[src/rtl/i2c_pkg.sv]
`timescale 1ns/1ps
// Shared types and constants for the command-driven I2C master.
package i2c_pkg;

    // Transaction phases of the master sequencer.
    typedef enum logic [3:0] {
        IDLE,
        START,
        ADDR,
        ADDR_ACK,
        WRITE,
        WRITE_ACK,
        READ,
        RD_NACK,
        STOP,
        DONE
    } i2c_mstate_t;

    localparam logic I2C_RW_WRITE         = 1'b0;
    localparam logic I2C_RW_READ          = 1'b1;
    localparam int   I2C_QUARTERS_PER_BIT = 4;

endpackage

[src/rtl/i2c_qtick.sv]
`timescale 1ns/1ps
// Quarter-period timebase: divides clk by CLK_DIV and tracks which of the
// four SCL quarters of a bit is current. 'hold' freezes it while a slave
// stretches SCL.
module i2c_qtick #(
    parameter int CLK_DIV = 4
) (
    input  logic       clk,
    input  logic       reset,
    input  logic       clear,
    input  logic       hold,
    output logic       tick,
    output logic [1:0] q
);
    localparam int              CW       = (CLK_DIV > 1) ? $clog2(CLK_DIV) : 1;
    localparam logic [CW-1:0]   CNT_LAST = CW'(CLK_DIV - 1);

    logic [CW-1:0] cnt_reg;
    logic [1:0]    q_reg;

    assign tick = (cnt_reg == CNT_LAST) && !hold;
    assign q    = q_reg;

    // Divider counter and quarter index; a clear restarts at quarter 0.
    always_ff @(posedge clk or posedge reset) begin
        if (reset) begin
            cnt_reg <= '0;
            q_reg   <= 2'd0;
        end else if (clear) begin
            cnt_reg <= '0;
            q_reg   <= 2'd0;
        end else if (!hold) begin
            if (cnt_reg == CNT_LAST) begin
                cnt_reg <= '0;
                q_reg   <= q_reg + 2'd1;
            end else begin
                cnt_reg <= cnt_reg + 1'b1;
            end
        end
    end

endmodule

[src/rtl/i2c_master_ctrl.sv]
`timescale 1ns/1ps
// Single-byte I2C master: accepts one command, runs START/address/data/
// ACK/STOP on the open-drain bus and returns one response.
module i2c_master_ctrl
    import i2c_pkg::*;
#(
    parameter int CLK_DIV = 4
) (
    input  logic       clk,
    input  logic       reset,
    input  logic       cmd_valid,
    output logic       cmd_ready,
    input  logic [6:0] cmd_addr,
    input  logic       cmd_rw,
    input  logic [7:0] cmd_wdata,
    output logic       rsp_valid,
    output logic       rsp_nack,
    output logic [7:0] rsp_rdata,
    output logic       busy,
    output logic       SCL_out_en,
    output logic       SDA_out_en,
    input  logic       SCL_in,
    input  logic       SDA_in
);
    localparam logic [1:0] Q_LAST = 2'(I2C_QUARTERS_PER_BIT - 1);

    i2c_mstate_t state_reg, state_next;
    logic [2:0]  bit_reg, bit_next;
    logic [7:0]  addr_reg, wdata_reg;
    logic [7:0]  rdata_reg, rdata_next;
    logic        nack_reg, nack_next;
    logic        scl_en_reg, scl_en_next;
    logic        sda_en_reg, sda_en_next;
    logic        cmd_ready_reg, busy_reg, rsp_valid_reg, rsp_nack_reg;
    logic [7:0]  rsp_rdata_reg;
    logic        accept, tick, hold, bit_end;
    logic [1:0]  q, q_next;
    logic [7:0]  addr_msb, wdata_msb;

    assign accept  = cmd_valid && cmd_ready_reg;
    assign bit_end = tick && (q == Q_LAST);
    // Stretching only matters while SCL is meant to be released.
    assign hold    = q[1] && !SCL_in && (state_reg != IDLE) && (state_reg != DONE);

    i2c_qtick #(.CLK_DIV(CLK_DIV)) u_qtick (
        .clk   (clk),
        .reset (reset),
        .clear (accept),
        .hold  (hold),
        .tick  (tick),
        .q     (q)
    );

    // Bit-reversed copies so the bit counter directly indexes MSB first.
    genvar gi;
    generate
        for (gi = 0; gi < 8; gi++) begin : g_msb
            assign addr_msb[gi]  = addr_reg[7-gi];
            assign wdata_msb[gi] = wdata_reg[7-gi];
        end
    endgenerate

    // Next-state logic: phases advance only at the end of a bit (q3 tick).
    always_comb begin
        state_next = state_reg;
        bit_next   = bit_reg;
        rdata_next = rdata_reg;
        nack_next  = nack_reg;
        case (state_reg)
            IDLE: begin
                if (accept) begin
                    state_next = START;
                    bit_next   = 3'd0;
                    rdata_next = 8'h00;
                    nack_next  = 1'b0;
                end
            end
            START:     if (bit_end) state_next = ADDR;
            ADDR: begin
                if (bit_end) begin
                    bit_next = bit_reg + 3'd1;
                    if (bit_reg == 3'd7) state_next = ADDR_ACK;
                end
            end
            ADDR_ACK: begin
                if (bit_end) begin
                    if (SDA_in) begin
                        nack_next  = 1'b1;
                        state_next = STOP;
                    end else begin
                        state_next = (addr_reg[0] == I2C_RW_WRITE) ? WRITE : READ;
                    end
                end
            end
            WRITE: begin
                if (bit_end) begin
                    bit_next = bit_reg + 3'd1;
                    if (bit_reg == 3'd7) state_next = WRITE_ACK;
                end
            end
            WRITE_ACK: begin
                if (bit_end) begin
                    if (SDA_in) nack_next = 1'b1;
                    state_next = STOP;
                end
            end
            READ: begin
                if (bit_end) begin
                    rdata_next = {rdata_reg[6:0], SDA_in};
                    bit_next   = bit_reg + 3'd1;
                    if (bit_reg == 3'd7) state_next = RD_NACK;
                end
            end
            RD_NACK:   if (bit_end) state_next = STOP;
            STOP:      if (bit_end) state_next = DONE;
            DONE:      state_next = IDLE;
            default:   state_next = IDLE;
        endcase
    end

    // Bus enables are computed from the upcoming state and quarter so the
    // registered pins line up with the quarter counter.
    always_comb begin
        q_next      = accept ? 2'd0 : (tick ? q + 2'd1 : q);
        scl_en_next = 1'b1;
        sda_en_next = 1'b1;
        case (state_next)
            START:  sda_en_next = !q_next[1];
            ADDR: begin
                scl_en_next = q_next[1];
                sda_en_next = addr_msb[bit_next];
            end
            WRITE: begin
                scl_en_next = q_next[1];
                sda_en_next = wdata_msb[bit_next];
            end
            ADDR_ACK, WRITE_ACK, READ, RD_NACK: scl_en_next = q_next[1];
            STOP: begin
                scl_en_next = (q_next != 2'd0);
                sda_en_next = q_next[1];
            end
            default: ;
        endcase
    end

    // State, datapath and registered outputs.
    always_ff @(posedge clk or posedge reset) begin
        if (reset) begin
            state_reg     <= IDLE;
            bit_reg       <= 3'd0;
            addr_reg      <= 8'h00;
            wdata_reg     <= 8'h00;
            rdata_reg     <= 8'h00;
            nack_reg      <= 1'b0;
            scl_en_reg    <= 1'b1;
            sda_en_reg    <= 1'b1;
            cmd_ready_reg <= 1'b1;
            busy_reg      <= 1'b0;
            rsp_valid_reg <= 1'b0;
            rsp_nack_reg  <= 1'b0;
            rsp_rdata_reg <= 8'h00;
        end else begin
            state_reg     <= state_next;
            bit_reg       <= bit_next;
            rdata_reg     <= rdata_next;
            nack_reg      <= nack_next;
            scl_en_reg    <= scl_en_next;
            sda_en_reg    <= sda_en_next;
            cmd_ready_reg <= (state_next == IDLE);
            busy_reg      <= (state_next != IDLE);
            rsp_valid_reg <= (state_next == DONE);
            if (accept) begin
                addr_reg  <= {cmd_addr, cmd_rw};
                wdata_reg <= cmd_wdata;
            end
            if (state_next == DONE) begin
                rsp_nack_reg  <= nack_reg;
                rsp_rdata_reg <= (addr_reg[0] == I2C_RW_READ) ? rdata_reg : 8'h00;
            end
        end
    end

    assign cmd_ready  = cmd_ready_reg;
    assign busy       = busy_reg;
    assign rsp_valid  = rsp_valid_reg;
    assign rsp_nack   = rsp_nack_reg;
    assign rsp_rdata  = rsp_rdata_reg;
    assign SCL_out_en = scl_en_reg;
    assign SDA_out_en = sda_en_reg;

endmodule

[config.mk]
export PLATFORM = sky130hd
export DESIGN_NAME = i2c_master_ctrl
export DESIGN_NICKNAME = d
export VERILOG_FILES = /design/src/rtl/i2c_pkg.sv /design/src/rtl/i2c_qtick.sv /design/src/rtl/i2c_master_ctrl.sv
export SDC_FILE = /design/constraint.sdc
export NUM_CORES = 1
export LEC_CHECK = 0
export ABC_AREA = 1
export BUFFER_PORTS_ARGS = -buffer_cell sky130_fd_sc_hd__buf_2
export CAP_MARGIN = 5
export CORE_MARGIN = 1.5
export CORE_UTILIZATION = 55
export DETAILED_ROUTE_END_ITERATION = 8
export GPL_TIMING_DRIVEN = 0
export PLACE_DENSITY = 0.77
export SYNTH_ARGS = -nofsm -noshare
export SYNTH_HDL_FRONTEND = slang
export SYNTH_SLANG_ARGS = --single-unit
[constraint.sdc]
create_clock -name clk -period 2.1 [get_ports clk]
set_input_delay 0.315 -clock clk [delete_from_list [all_inputs] [get_ports clk]]
set_output_delay 0.315 -clock clk [all_outputs]
set_load 0.05 [all_outputs]
* After elaboration in Yosys (flattened, before gate mapping)
Cells that the tools add are included.
Operators by class: $add $sub $neg 3, magnitude comparators 1, equal/unequal tests 26, multiplexer cells 39, reduce and logical (&&, ||, !) cells 24
Operators with widths (number):
- 4-bit two-way mux | 12
- 4-bit by 3-bit equality test with 1-bit output (second input constant) | 8
- 4-bit one-hot mux with 8 select lines | 1
- 8-bit two-way mux | 3
- 2-bit two-way mux | 9
- 4-bit by 2-bit equality test with 1-bit output (second input constant) | 4
- 8-bit one-hot mux with 2 select lines | 1
- 4-bit equality test (second input constant) | 3
- 4-bit by 1-bit equality test with 1-bit output (second input constant) | 2
- 4-bit zero test | 2
- 2-bit nonzero test | 4
- 4-bit nonzero test | 2
- 1-bit binary-select mux with 3-bit select | 2
- 1-bit logical AND | 6
- 3-bit two-way mux | 2
- 2-bit != test (second input constant) | 3
- 3-bit one-hot mux with 2 select lines | 1
- 6-bit OR reduction | 1
- 1-bit two-way mux | 5
- 2-bit by 1-bit adder with 2-bit output (second input constant) | 2
- 2-bit equality test (second input constant) | 2
- 3-bit by 4-bit less-than comparator with 1-bit output (second input constant) | 1
- 2-bit by 1-bit != test with 1-bit output (second input constant) | 2
- 4-bit != test (second input constant) | 1
- 10 further kinds | 14
Word-level totals: flip-flop bits (word level) 50, input port bits 21, output and inout port bits 14, word-level logic and storage cells 108

* Longest topological paths before layout
Gate-level depths: netlist of run 1.
depth after elaboration 12, depth in mapped cells 15, mapped depth without buffers 15

* Modules after synthesis
From an unflattened synthesis of run 1, not the netlist that was laid out.
Unflattened totals: cells, all modules 336, area, all modules 2626.3 sq um
Modules (own cells, without submodules):
- i2c_master_ctrl | times used 1, cells each 310, area an instance 2417.3 sq um, seq. area each 1154.9 sq um
- i2c_qtick | times used 1, cells each 26, area an instance 209.0 sq um, seq. area each 100.1 sq um

* Worst setup path before layout of run 1
Ideal clock, no wire load.
kind flip-flop to flip-flop, from register cmd_ready_reg (netlist: cmd_ready), to register sda_en_reg (netlist: SDA_out_en), library setup time 0.083 ns, arrival 1.702 ns, required time 2.017 ns, slack 0.315 ns, stages on the path, launching flop included 12, path buffers 0, clock period less this slack 1.785 ns, cell sequence dfstp_2 nand2_1 nand3_1 nand2_1 inv_1 nand3_1 nand2_1 nand2_1 nand3_1 nand3_1 nand3_1 nand3_1
On the way: word-level cells in the longest chain between the ends 6, elaborated cells on any way between the ends 16, classes of those cells eq/ne: 4; mux: 10; reduce/logical: 2
Ends and longest elaborated chain:
- start, declared | line i2c_master_ctrl.sv:34 | logic cmd_ready_reg, busy_reg, rsp_valid_reg, rsp_nack_reg;
- start signal, assigned | line i2c_master_ctrl.sv:169 | cmd_ready_reg <= (state_next == IDLE);
- 1-bit logical AND (*) | line i2c_master_ctrl.sv:40 | assign accept = cmd_valid && cmd_ready_reg;
- 3-bit two-way mux | line i2c_master_ctrl.sv:71 | if (accept) begin
- 3-bit one-hot mux with 2 select lines | line i2c_master_ctrl.sv:69 | case (state_reg)
- 1-bit binary-select mux with 3-bit select (on tied branches) | line i2c_master_ctrl.sv:135, i2c_master_ctrl.sv:131
- 1-bit two-way mux (on tied branches) | line i2c_master_ctrl.sv:135, i2c_master_ctrl.sv:131
- 1-bit one-hot mux with 4 select lines (*) | line i2c_master_ctrl.sv:127 | case (state_next)
- net sda_en_next | line i2c_master_ctrl.sv:33 | logic sda_en_reg, sda_en_next;
- end signal, assigned | line i2c_master_ctrl.sv:168 | sda_en_reg <= sda_en_next;
- end, declared | line i2c_master_ctrl.sv:33
The timed path passes the listed nets; every way through them passes the cells marked *. The select of a mux whose other input is x is not followed. A chain may end at the register's enable or synchronous reset.

* Final worst setup path of run 1
from register state_reg[0], to register sda_en_reg (netlist: SDA_out_en)
On the way: elaborated cells on any way between the ends 44, classes of those cells eq/ne: 13; mux: 21; reduce/logical: 10
RTL lines:
- start, declared | line i2c_master_ctrl.sv:27 | i2c_mstate_t state_reg, state_next;
- start signal, assigned | line i2c_master_ctrl.sv:163 | state_reg <= state_next;
- 4-bit nonzero test | line i2c_master_ctrl.sv:43 | assign hold = q[1] && !SCL_in && (state_reg != IDLE) && (state_reg != DONE);
- 1-bit logical AND (2 in a row) | line i2c_master_ctrl.sv:43
- 1-bit zero test | line i2c_qtick.sv:21 | assign tick = (cnt_reg == CNT_LAST) && !hold;
- 1-bit logical AND | line i2c_qtick.sv:21
- 1-bit logical AND | line i2c_master_ctrl.sv:41 | assign bit_end = tick && (q == Q_LAST);
- 4-bit two-way mux (tied with other cells) | line i2c_master_ctrl.sv:115 | STOP: if (bit_end) state_next = DONE;
- 4-bit one-hot mux with 8 select lines (*) | line i2c_master_ctrl.sv:69
- net state_next[2] | line i2c_master_ctrl.sv:27
- 4-bit equality test (tied with other cells) | line i2c_master_ctrl.sv:127
- 1-bit one-hot mux with 4 select lines (*) | line i2c_master_ctrl.sv:127
- net sda_en_next | line i2c_master_ctrl.sv:33
Marks and branches as above.

==> load_flow_metrics.sql, run 1 <==
INSERT INTO impl_metrics (metric_group, metric, value, unit) VALUES
('finish', 'areaGrowthSynthToFinish', '22.9', '%'),
('drt', 'postRouteWirelength', '5.58', 'mm'),
('critical_path', 'worstSetupEndpoint', 'SDA_out_en$_DFF_PP1_', ''),
('drt', 'drc', '0', ''),
('floorplan', 'core', '0.00438', 'mm^2'),
('clocking', 'cts_max_path_buffers', '2', ''),
('finish', 'antenna-diode-count', '0', ''),
('finish', 'instances_no_fill', '429', ''),
('drt', 'firstDrtPassIters', '5', ''),
('clocking', 'clock_latency_reported_for_the_late_side_of_the_worst_skew_pair', '320', 'ps'),
('place', 'place_inst', '410', ''),
('floorplan', 'floorplan.die.height', '70.9', 'um'),
('critical_path', 'critical_path.reg2reg.startpoint', 'state_reg[0]$_DFF_PP0_', ''),
('drt', 'post_drt_wl_per_cell', '13.0', 'um'),
('critical_path', 'regToRegEndpoint', 'SDA_out_en$_DFF_PP1_', ''),
('place', 'place_hpwl', '3.81', 'mm'),
('critical_path', 'crit_path_end_kind', 'flip-flop', ''),
('global_route', 'grt_util_met3', '3.42', '%'),
('pwr', 'p_leak', '1.63', 'nW'),
('finish', 'commonest_cells_after_routing_fill_and_taps_aside', '79 x nand2_1, 48 x inv_1, 43 x dfrtp_1, 37 x nand3_1, 36 x buf_2', ''),
('drt', 'drt-vias-per-instance', '5.36', ''),
('floorplan', 'io_pins', '35', ''),
('global_route', 'grt_pass1_vias', '2204', ''),
('floorplan', 'chipWidth', '70.9', 'um'),
('yosys', 'netlist_area', '0.00254', 'mm^2'),
('yosys', 'synth_seq_area_share', '49.4', '%'),
('clocking', 'postCtsHoldBufs', '0', ''),
('place', 'dp_worst_setup_slack', '60.2', 'ps'),
('global_route', 'pin_count_of_the_biggest_net_entering_global_routing', '30', ''),
('yosys', 'postSynthNetCount', '348', ''),
('timing', 'setup_tns', '0', 'ps'),
('pwr', 'report.power.total', '3.37', 'mW'),
('critical_path', 'cpPeakStageDelay', '450', 'ps'),
('floorplan', 'floorplan.initialDensity', '57.9', '%'),
('clocking', 'total_number_of_h_tree_levels', '2', ''),
('critical_path', 'worstSetupStartpoint', 'state_reg[0]$_DFF_PP0_', ''),
('timing', 'setup_slack', '40.7', 'ps'),
('yosys', 'postSynthCellCount', '323', ''),
('clocking', 'cts.sinks', '50', ''),
('outcome', 'failed_checks', 'negative hold slack', ''),
('outcome', 'result_of_the_run', 'finished, violations left', ''),
('finish', 'layout_commonest_cell', 'nand2_1', ''),
('critical_path', 'cp_data_arrival_time', '2300', 'ps'),
('timing', 'finalHoldViolCount', '13', ''),
('drt', 'initialDrtViolationCount', '211', ''),
('global_route', 'grt_antenna_before_repair', '0', ''),
('yosys', 'synth.top_cell.area_share', '46.3', '%'),
('global_route', 'busiest_layer', 'met2', ''),
('clocking', 'tritoncts', 'built', ''),
('timing', 'fin_hold_ws', '-5.01', 'ps'),
('critical_path', 'crit_fanout', '6', ''),
('clocking', 'clkSlewWorstSetupHoldPaths', '100', 'ps'),
('place', 'place.port_buffers', '34', ''),
('pwr', 'pwr_density_cell', '1080', 'mW/mm^2'),
('min_path', 'hold_path_class', 'primary input to async pin', ''),
('pwr', 'max-vdd-ir-drop', '0.695', 'mV'),
('critical_path', 'cp.required', '2340', 'ps'),
('timing', 'worst_pin_slew', '474', 'ps'),
('global_route', 'grtUsageMet2', '40.6', '%'),
('timing', 'worst_clock_skew', '9.57', 'ps'),
('finish', 'final_layout_size_suffix_gt1_share', '28.1', '%'),
('critical_path', 'path_type_of_the_worst_setup_path', 'flip-flop to flip-flop', ''),
('timing', 'timing.slew.headroom', '68.2', '%'),
('clocking', 'clock-root-buffer', 'clkbuf_8', ''),
('yosys', 'yosys_warnings', '0', ''),
('global_route', 'grt_pass1_wl', '9.23', 'mm'),
('yosys', 'syn-mean-instance-area', '7.86', 'um^2'),
('global_route', 'global_route.usage.met1', '27.9', '%'),
('critical_path', 'cp-start-kind', 'flip-flop', ''),
('floorplan', 'core.rowCount', '24', ''),
('critical_path', 'crit_path_cell_trace', 'clkinv_4, nor2_4, nand2_2, nand3_4, nand3_4, buf_8, buf_4, nand2_1, nand3_1, nand2_2, nand3_2, nand2_1, nor2_1, nor2_1, nand3_1', '');
==> area by class of cell <==
class                           count  area, um^2
Fill cell                         350        1260
Clock buffer                        5        68.8
Inverter                           56         218
Tap cell                           52        65.1
Buffer                              8        51.3
Clock inverter                      3        48.8
Timing Repair Buffer               46         273
Multi-Input combinational cell    209        1130
Sequential cell                    50        1260
==> synth_stat cells <==
cell and number:
a21oi_1 4, a21oi_4 1, a31oi_1 2, buf_2 3, buf_4 1, buf_6 1, clkbuf_1 3, dfrtp_1 47
dfstp_2 3, ha_1 4, inv_1 53, inv_2 3, nand2_1 85, nand2_2 2, nand3_1 43, nand3_2 2
nand3_4 1, nand4_1 6, nor2_1 16, nor2_2 1, nor2_4 1, nor3_1 3, o211a_1 1, o211ai_1 1
o21ai_0 26, o21ai_1 5, o31ai_1 4, o31ai_2 1
==> worst min-delay path by stage <==
| stage | start | to | slack (ps) | cells after the start |
|---|---|---|---|---|
| after floorplan | cmd_rw | addr_reg[0]$_DFFE_PP0P_ | 440 | 2 |
| after global placement | rsp_nack$_DFFE_PP0P_ | rsp_nack$_DFFE_PP0P_ | 450 | 2 |
| after detailed placement | reset | rdata_reg[4]$_DFFE_PP0P_ | 360 | 2 |
| after CTS | reset | rsp_rdata[4]$_DFFE_PP0P_ | 20 | 2 |
| after global routing | reset | rdata_reg[5]$_DFFE_PP0P_ | 40 | 2 |
| final | reset | rdata_reg[3]$_DFFE_PP0P_ | -5 | 2 |
==> metrics by stage <==
stage	util (%)	instance area, um^2
3_3_place_gp	63.3	2770
4_1_cts	66.4	2910
6_report	71.1	3120
5_1_grt	71.1	3120
3_5_place_dp	63.7	2790
2_1_floorplan	-	2540
==> critical path: cells and delay by family, from the launching register on <==
family | cells | cell delay (ps)
simple gates | 12 | 1110
flops | 1 | 450
buf+inv | 3 | 420
==> metal layers <==
metal / part of all wire (%) / vias up
met5: 0 / -
met2: 50 / 60
met3: 4.3 / 21
li1: - / 1149
met4: 3.2 / 0
met1: 43 / 1070
==> report_power, final <==
part	internal [mW]	leakage, nW	switching, mW
sequential	1.25	0.614	0.135
combinational	0.418	0.963	0.858
clock	0.363	0.0563	0.347
==> logic make-up (layout without fill, tap and decap cells) <==
group / Yosys count / after routing / share of synthesized area (%)
AND/OR/NAND/NOR: 160 / 160 / 28.1
buffers and inverters: 64 / 118 / 10.1
flip-flops: 50 / 50 / 49.4
AO/OA/AOI/OAI: 45 / 45 / 10.4
adder cells (fa/ha/maj): 4 / 4 / 1.97
==> what timing repair did <==
action	CTS	global route
endpoints found under the setup margin	0	11
resized for setup	0	46
buffers inserted	0	11
No activity file was read; power rests on OpenSTA's default activity.
==> run 2: changes to the inputs <==
Settings changed: ABC_AREA 1 to default, PLACE_DENSITY 0.77 to 0.86.
==> load_flow_metrics.sql, run 2 <==
INSERT INTO impl_metrics (metric_group, metric, value, unit) VALUES
('outcome', 'result_of_the_run', 'finished, violations left', ''),
('outcome', 'failed_checks', 'negative setup slack', ''),
('finish', 'nets', '348', ''),
('yosys', 'synthTopCellsByCount', '93 x nand2_1, 47 x dfrtp_1, 16 x o21ai_0', ''),
('critical_path', 'critical_path_buf_inv_count', '0', ''),
('critical_path', 'critical_path.reg2reg.startpoint', 'u_qtick.q[1]$_DFFE_PP0P_', ''),
('critical_path', 'cp_top_family', 'simple AND/OR/NAND/NOR gates', ''),
('critical_path', 'reg2reg_setup_slack', '-380', 'ps'),
('pwr', 'max-vdd-ir-drop', '0.810', 'mV'),
('clocking', 'clock-root-buffer', 'clkbuf_8', ''),
('critical_path', 'cp.required', '2340', 'ps'),
('place', 'place_inst', '361', ''),
('place', 'routabilityCongestion', '0.854', ''),
('yosys', 'synthMostInstantiatedCell', 'nand2_1', ''),
('critical_path', 'cp-start-kind', 'flip-flop', ''),
('yosys', 'yosys_warnings', '0', ''),
('timing', 'grt_setup_unrepaired', 'true', ''),
('drt', 'drt-vias-per-instance', '5.58', ''),
('clocking', 'cts.sinks', '50', ''),
('drt', 'drc', '0', ''),
('finish', 'areaGrowthSynthToFinish', '20.9', '%'),
('yosys', 'syn-mean-instance-area', '9.05', 'um^2'),
('yosys', 'netlist_area', '0.00248', 'mm^2'),
('timing', 'worst_clock_skew', '7.94', 'ps'),
('yosys', 'synth_enable_flop_cells', '0', ''),
('timing', 'setup_slack', '-381', 'ps'),
('place', 'place_hpwl', '3.69', 'mm'),
('clocking', 'clkSlewWorstSetupHoldPaths', '100', 'ps'),
('critical_path', 'critical-path-slowest-cell', 'or4b_4', ''),
('yosys', 'synth.top_cell.area_share', '47.4', '%'),
('global_route', 'grt_util_all_layers', '24.3', '%'),
('floorplan', 'core.rowCount', '24', ''),
('timing', 'setup_violations', '1', ''),
('finish', 'commonest_cells_after_routing_fill_and_taps_aside', '91 x nand2_1, 44 x dfrtp_1, 34 x buf_2, 16 x o21ai_0, 11 x nor2_1', ''),
('floorplan', 'io_pins', '35', ''),
('global_route', 'grt_pass1_vias', '2111', ''),
('timing', 'timing.final.crit_period', '2480', 'ps'),
('drt', 'postRouteWirelength', '5.48', 'mm'),
('yosys', 'post_synth_main_area_contributors', 'dfrtp_1 47%, nand2_1 14%, o21ai_0 3.2%, dfstp_2 3.2%, nand3_1 2.2%', ''),
('clocking', 'tritoncts', 'built', ''),
('clocking', 'clock_latency_reported_for_the_late_side_of_the_worst_skew_pair', '310', 'ps'),
('timing', 'timing.final.max_slew_violations', '0', ''),
('yosys', 'synthArstFlopShare', '100', '%'),
('yosys', 'ys.flop_type', 'dfrtp_1', ''),
('finish', 'final_layout_size_suffix_gt1_share', '27.8', '%'),
('yosys', 'flip_flop_and_latch_count_after_synthesis', '50', ''),
('yosys', 'synth_largest_area_cell', 'dfrtp_1', ''),
('critical_path', 'cp_data_arrival_time', '2720', 'ps'),
('drt', 'initialDrtViolationCount', '159', ''),
('clocking', 'postCtsHoldBufs', '0', ''),
('drt', 'detailroute.via_count', '2098', ''),
('yosys', 'postSynthNetCount', '299', ''),
('pwr', 'pwr_density_cell', '1160', 'mW/mm^2'),
('finish', 'layout_commonest_cell', 'nand2_1', ''),
('timing', 'worst_pin_slew', '490', 'ps'),
('yosys', 'yosys.cell_types.count', '48', ''),
('clocking', 'total_number_of_h_tree_levels', '2', ''),
('timing', 'maxClockFrequency', '403', 'MHz'),
('clocking', 'cts_max_path_buffers', '2', ''),
('critical_path', 'cpPeakStageDelay', '540', 'ps'),
('floorplan', 'core', '0.00435', 'mm^2'),
('floorplan', 'floorplan.die_area', '0.00492', 'mm^2'),
('global_route', 'pin_count_of_the_biggest_net_entering_global_routing', '29', ''),
('drt', 'post_drt_wl_per_cell', '14.6', 'um'),
('critical_path', 'ff2ff_path_depth', '8', ''),
('critical_path', 'crit_fanout', '6', ''),
('timing', 'period_share', '118', '%'),
('yosys', 'synth_seq_area_share', '50.6', '%'),
('yosys', 'postSynthCellCount', '274', ''),
('critical_path', 'crit_path_end_kind', 'flip-flop', ''),
('global_route', 'grt_antenna_before_repair', '0', ''),
('min_path', 'hold_path_class', 'primary input to async pin', ''),
('floorplan', 'chipWidth', '70.2', 'um'),
('floorplan', 'floorplan.initialDensity', '57.0', '%'),
('timing', 'finalHoldViolCount', '0', ''),
('timing', 'timing.slew.headroom', '67.3', '%'),
('drt', 'ant_nets', '0', ''),
('global_route', 'grt_pass1_wl', '9.36', 'mm'),
('critical_path', 'regToRegEndpoint', 'SDA_out_en$_DFF_PP1_', ''),
('critical_path', 'path_type_of_the_worst_setup_path', 'flip-flop to flip-flop', ''),
('critical_path', 'crit_path_cell_trace', 'ha_4, nand2_4, nor2_1, a21boi_0, o32ai_2, or4_4, or4b_4, o211ai_2', ''),
('global_route', 'grt-ovfl-total', '0', ''),
('clocking', 'cts-buffers-inserted', '5', ''),
('place', 'place.port_buffers', '34', ''),
('finish', 'utilization', '68.9', '%'),
('drt', 'firstDrtPassIters', '4', ''),
('finish', 'antenna-diode-count', '0', ''),
('finish', 'instances_no_fill', '376', ''),
('pwr', 'p_leak', '1.48', 'nW'),
('floorplan', 'floorplan.die.height', '70.2', 'um'),
('flow_run', 'max_cap_violations', '0', '');
## run 2: cell count changes in the layout (fill, tap and decap cells not counted), sizes merged, moves of 5 or more
cell	delta
o31ai	-5
a21o	+5
nand3	-35
o21ai	-13
buf	-5
nand2	+8
inv	-49
## run 2: layout make-up
cell class,instances,area [um^2]
multi-input cells,208,1260
inverters,6,22.5
fillers,342,1360
well taps,52,65.1
clock inverters,3,25.0
clock buffers,5,68.8
plain buffers,9,55.1
flip-flops and latches,50,1260
repair inverters,1,5.00
repair buffers,42,243
## run 2: per-stage QoR
stage                     worst slack (ps)  power [mW]  hold WS [ps]  setup TNS (ps)  cell area, um^2
after global placement                -397        2.59           444            -397             2740
after detailed placement              -401        2.66           366            -401             2760
final                                 -381        3.48          4.85            -381             3000
after global routing                  -462        3.73          50.6            -509             3000
after floorplan                       -151        2.36           420            -151             2500
after CTS                             -308        3.34          20.4            -317             2910
## run 2: worst reg2reg max path, stage by stage, from the launching register on
cell and delay [ps]:
dfrtp_2 450, ha_4 190, nand2_4 100, nor2_1 100
a21boi_0 280, o32ai_2 140, or4_4 520, or4b_4 540
o211ai_2 90
## run 2: kinds of logic (layout without fill, tap and decap cells)
kind of cell,count (synthesis),count (layout),synth area share [%]
xor gates and xnor gates,2,2,0.706
adders and majority gates,4,4,2.02
and+or+nand+nor,153,153,28.7
AOI/OAI and AO/OA,44,44,11.5
muxes,5,5,3.33
buffers and inverters,16,66,3.18
DFF,50,50,50.6
## run 2: what timing repair did
action,CTS,global route
pin swaps,5,5
endpoints found under the setup margin,1,19
gates resized for setup,8,19
buffers inserted,4,3
gates cloned,0,1
## run 2: how the worst max path moves through the flow
stage                                              start                    to  depth (start not counted)
after CTS                       u_qtick.q[1]$_DFFE_PP0P_  SDA_out_en$_DFF_PP1_                          8
after floorplan                     bit_reg[0]$_DFF_PP0_  SDA_out_en$_DFF_PP1_                          7
after global routing      u_qtick.cnt_reg[0]$_DFFE_PP0P_  SDA_out_en$_DFF_PP1_                          8
after detailed placement            bit_reg[0]$_DFF_PP0_  SDA_out_en$_DFF_PP1_                          7
after global placement                            SCL_in  SDA_out_en$_DFF_PP1_                          8
final                           u_qtick.q[1]$_DFFE_PP0P_  SDA_out_en$_DFF_PP1_                          8
## run 2: layer usage
| layer | vias up | global-route usage (%) | wire [um] |
|---|---|---|---|
| met5 | - | 0 | 0 |
| met4 | 0 | 10.5 | 164 |
| met3 | 12 | 5.19 | 232 |
| met2 | 54 | 43.9 | 2890 |
| met1 | 999 | 27.5 | 2190 |
| li1 | 1033 | - | - |
## run 2: power by group
group | switching, mW | internal, mW | leakage [nW]
clock | 0.350 | 0.241 | 0.0447
combinational | 0.869 | 0.611 | 0.788
sequential | 0.183 | 1.23 | 0.645
==> run 3: changes to the inputs <==
Settings changed: CORE_UTILIZATION 55 to 32, PLACE_DENSITY 0.86 to 0.52.
==> load_flow_metrics.sql, run 3 (synthesized netlist as in run 2, its figures left out) <==
INSERT INTO impl_metrics (metric_group, metric, value, unit) VALUES
('outcome', 'result_of_the_run', 'finished, violations left', ''),
('outcome', 'failed_checks', 'negative setup slack', ''),
('timing', 'timing.final.max_slew_violations', '0', ''),
('timing', 'grt_setup_unrepaired', 'true', ''),
('clocking', 'postCtsHoldBufs', '0', ''),
('critical_path', 'reg2reg_setup_slack', '-260', 'ps'),
('finish', 'areaGrowthSynthToFinish', '24.9', '%'),
('critical_path', 'cp-start-kind', 'flip-flop', ''),
('place', 'routabilityCongestion', '0.799', ''),
('drt', 'drt-vias-per-instance', '4.84', ''),
('global_route', 'grt-ovfl-total', '0', ''),
('finish', 'layout_commonest_cell', 'nand2_1', ''),
('floorplan', 'floorplan.die.height', '91.0', 'um'),
('critical_path', 'ff2ff_path_depth', '8', ''),
('critical_path', 'crit_path_end_kind', 'flip-flop', ''),
('critical_path', 'critical_path.reg2reg.startpoint', 'u_qtick.q[1]$_DFFE_PP0P_', ''),
('pwr', 'p_leak', '1.49', 'nW'),
('place', 'place_hpwl', '4.00', 'mm'),
('clocking', 'clock_latency_reported_for_the_late_side_of_the_worst_skew_pair', '300', 'ps'),
('min_path', 'hold_path_class', 'primary input to async pin', ''),
('finish', 'post_route_cell_area', '0.00310', 'mm^2'),
('drt', 'firstDrtPassIters', '4', ''),
('timing', 'maxClockFrequency', '423', 'MHz'),
('drt', 'detailroute.via_count', '2049', ''),
('drt', 'ant_nets', '0', ''),
('floorplan', 'floorplan.die_area', '0.00829', 'mm^2'),
('timing', 'setup_slack', '-261', 'ps'),
('finish', 'commonest_cells_after_routing_fill_and_taps_aside', '92 x nand2_1, 45 x dfrtp_1, 34 x buf_2, 16 x o21ai_0', ''),
('finish', 'final_layout_fill_cell_count', '781', ''),
('place', 'postPlaceCellArea', '0.00282', 'mm^2'),
('finish', 'nets', '348', ''),
('clocking', 'clock-root-buffer', 'clkbuf_8', ''),
('global_route', 'pin_count_of_the_biggest_net_entering_global_routing', '27', ''),
('global_route', 'grt_util_all_layers', '14.5', '%'),
('drt', 'post_drt_wl_per_cell', '13.3', 'um'),
('floorplan', 'io_pins', '35', ''),
('clocking', 'cts-buffers-inserted', '5', ''),
('drt', 'initialDrtViolationCount', '70', ''),
('pwr', 'pwr_density_cell', '1150', 'mW/mm^2'),
('timing', 'period_share', '112', '%'),
('flow_run', 'max_cap_violations', '0', ''),
('timing', 'timing.slew.headroom', '61.8', '%'),
('critical_path', 'regToRegEndpoint', 'SDA_out_en$_DFF_PP1_', ''),
('finish', 'utilization', '42.0', '%'),
('critical_path', 'cp.required', '2330', 'ps'),
('floorplan', 'core.rowCount', '31', ''),
('floorplan', 'core', '0.00737', 'mm^2'),
('timing', 'worst_clock_skew', '11.2', 'ps'),
('timing', 'setup_violations', '1', ''),
('pwr', 'report.power.total', '3.56', 'mW'),
('clocking', 'total_number_of_h_tree_levels', '2', ''),
('critical_path', 'cp_data_arrival_time', '2590', 'ps'),
('global_route', 'grt_antenna_before_repair', '0', ''),
('floorplan', 'chipWidth', '91.0', 'um'),
('timing', 'finalHoldViolCount', '0', ''),
('clocking', 'tritoncts', 'built', ''),
('clocking', 'cts_max_path_buffers', '2', ''),
('pwr', 'max-vdd-ir-drop', '0.495', 'mV'),
('critical_path', 'crit_fanout', '5', ''),
('global_route', 'grt_pass1_wl', '9.69', 'mm'),
('place', 'place.port_buffers', '34', ''),
('finish', 'final_layout_size_suffix_gt1_share', '28.1', '%'),
('finish', 'antenna-diode-count', '0', ''),
('drt', 'drc', '0', ''),
('clocking', 'clkSlewWorstSetupHoldPaths', '90', 'ps'),
('drt', 'postRouteWirelength', '5.63', 'mm'),
('clocking', 'cts.sinks', '50', ''),
('place', 'dp_worst_setup_slack', '-432', 'ps'),
('global_route', 'grt_pass1_vias', '2018', ''),
('timing', 'worst_pin_slew', '571', 'ps'),
('timing', 'timing.final.crit_period', '2360', 'ps'),
('floorplan', 'floorplan.initialDensity', '33.7', '%'),
('critical_path', 'path_type_of_the_worst_setup_path', 'flip-flop to flip-flop', '');
-- run 3: per-layer routing --
metal | vias up | share of wire [%] | GRT usage (%)
met2 | 36 | 50 | 24.7
met5 | - | 0 | 0
met3 | 4 | 3.2 | 2.93
met1 | 977 | 47 | 19.1
met4 | 0 | 0.55 | 2.86
li1 | 1032 | - | -
-- run 3: worst max-delay path by stage --
stage	slack [ps]	from	endpoint	cells after the start
2_1_floorplan	-150	bit_reg[0]$_DFF_PP0_	SDA_out_en$_DFF_PP1_	7
3_3_place_gp	-420	SCL_in	SDA_out_en$_DFF_PP1_	8
3_5_place_dp	-430	u_qtick.q[0]$_DFFE_PP0P_	SDA_out_en$_DFF_PP1_	8
4_1_cts	-280	u_qtick.q[1]$_DFFE_PP0P_	SDA_out_en$_DFF_PP1_	8
5_1_grt	-370	u_qtick.q[1]$_DFFE_PP0P_	SDA_out_en$_DFF_PP1_	7
6_report	-260	u_qtick.q[1]$_DFFE_PP0P_	SDA_out_en$_DFF_PP1_	8
-- run 3: stage by stage --
| stage | std cells | TNS [ps] | hold WS (ps) |
|---|---|---|---|
| after floorplan | 274 | -151 | 420 |
| after global placement | 407 | -5180 | 445 |
| after detailed placement | 408 | -482 | 411 |
| after CTS | 422 | -282 | 85.9 |
| after global routing | 423 | -369 | 106 |
| final | 423 | -261 | 66.4 |
-- run 3: power by group --
group	leakage [nW]	total [mW]	switching, mW	internal (mW)
sequential	0.646	1.39	0.162	1.23
clock	0.0504	0.679	0.325	0.355
combinational	0.791	1.49	0.876	0.616
total	1.49	3.56	1.36	2.20
-- run 3: area by class of cell --
type,instances,area [um^2],area share [%]
flip-flops and latches,50,1260,40.6
repair inverters,1,5.00,0.162
clock inverters,3,45.0,1.45
multi-input cells,208,1270,41.1
plain buffers,9,58.8,1.90
clock buffers,5,68.8,2.22
well taps,99,124,4.00
inverters,6,22.5,0.727
repair buffers,42,243,7.84
-- run 3: worst max-delay path, stage by stage (launching register included) --
cell and delay (ps):
dfrtp_1 440, ha_4 190, and2_4 170, nand3_2 110, or4b_4 140, a21oi_2 70
or4_4 540, or4b_4 540, o211ai_2 80
-- run 3: what timing repair did --
item                       4_1_cts  5_1_grt
cloned                           0        1
setup endpoints to repair        2       21
pin swaps                        6        3
resized for setup               15       15
setup buffers                    6        1
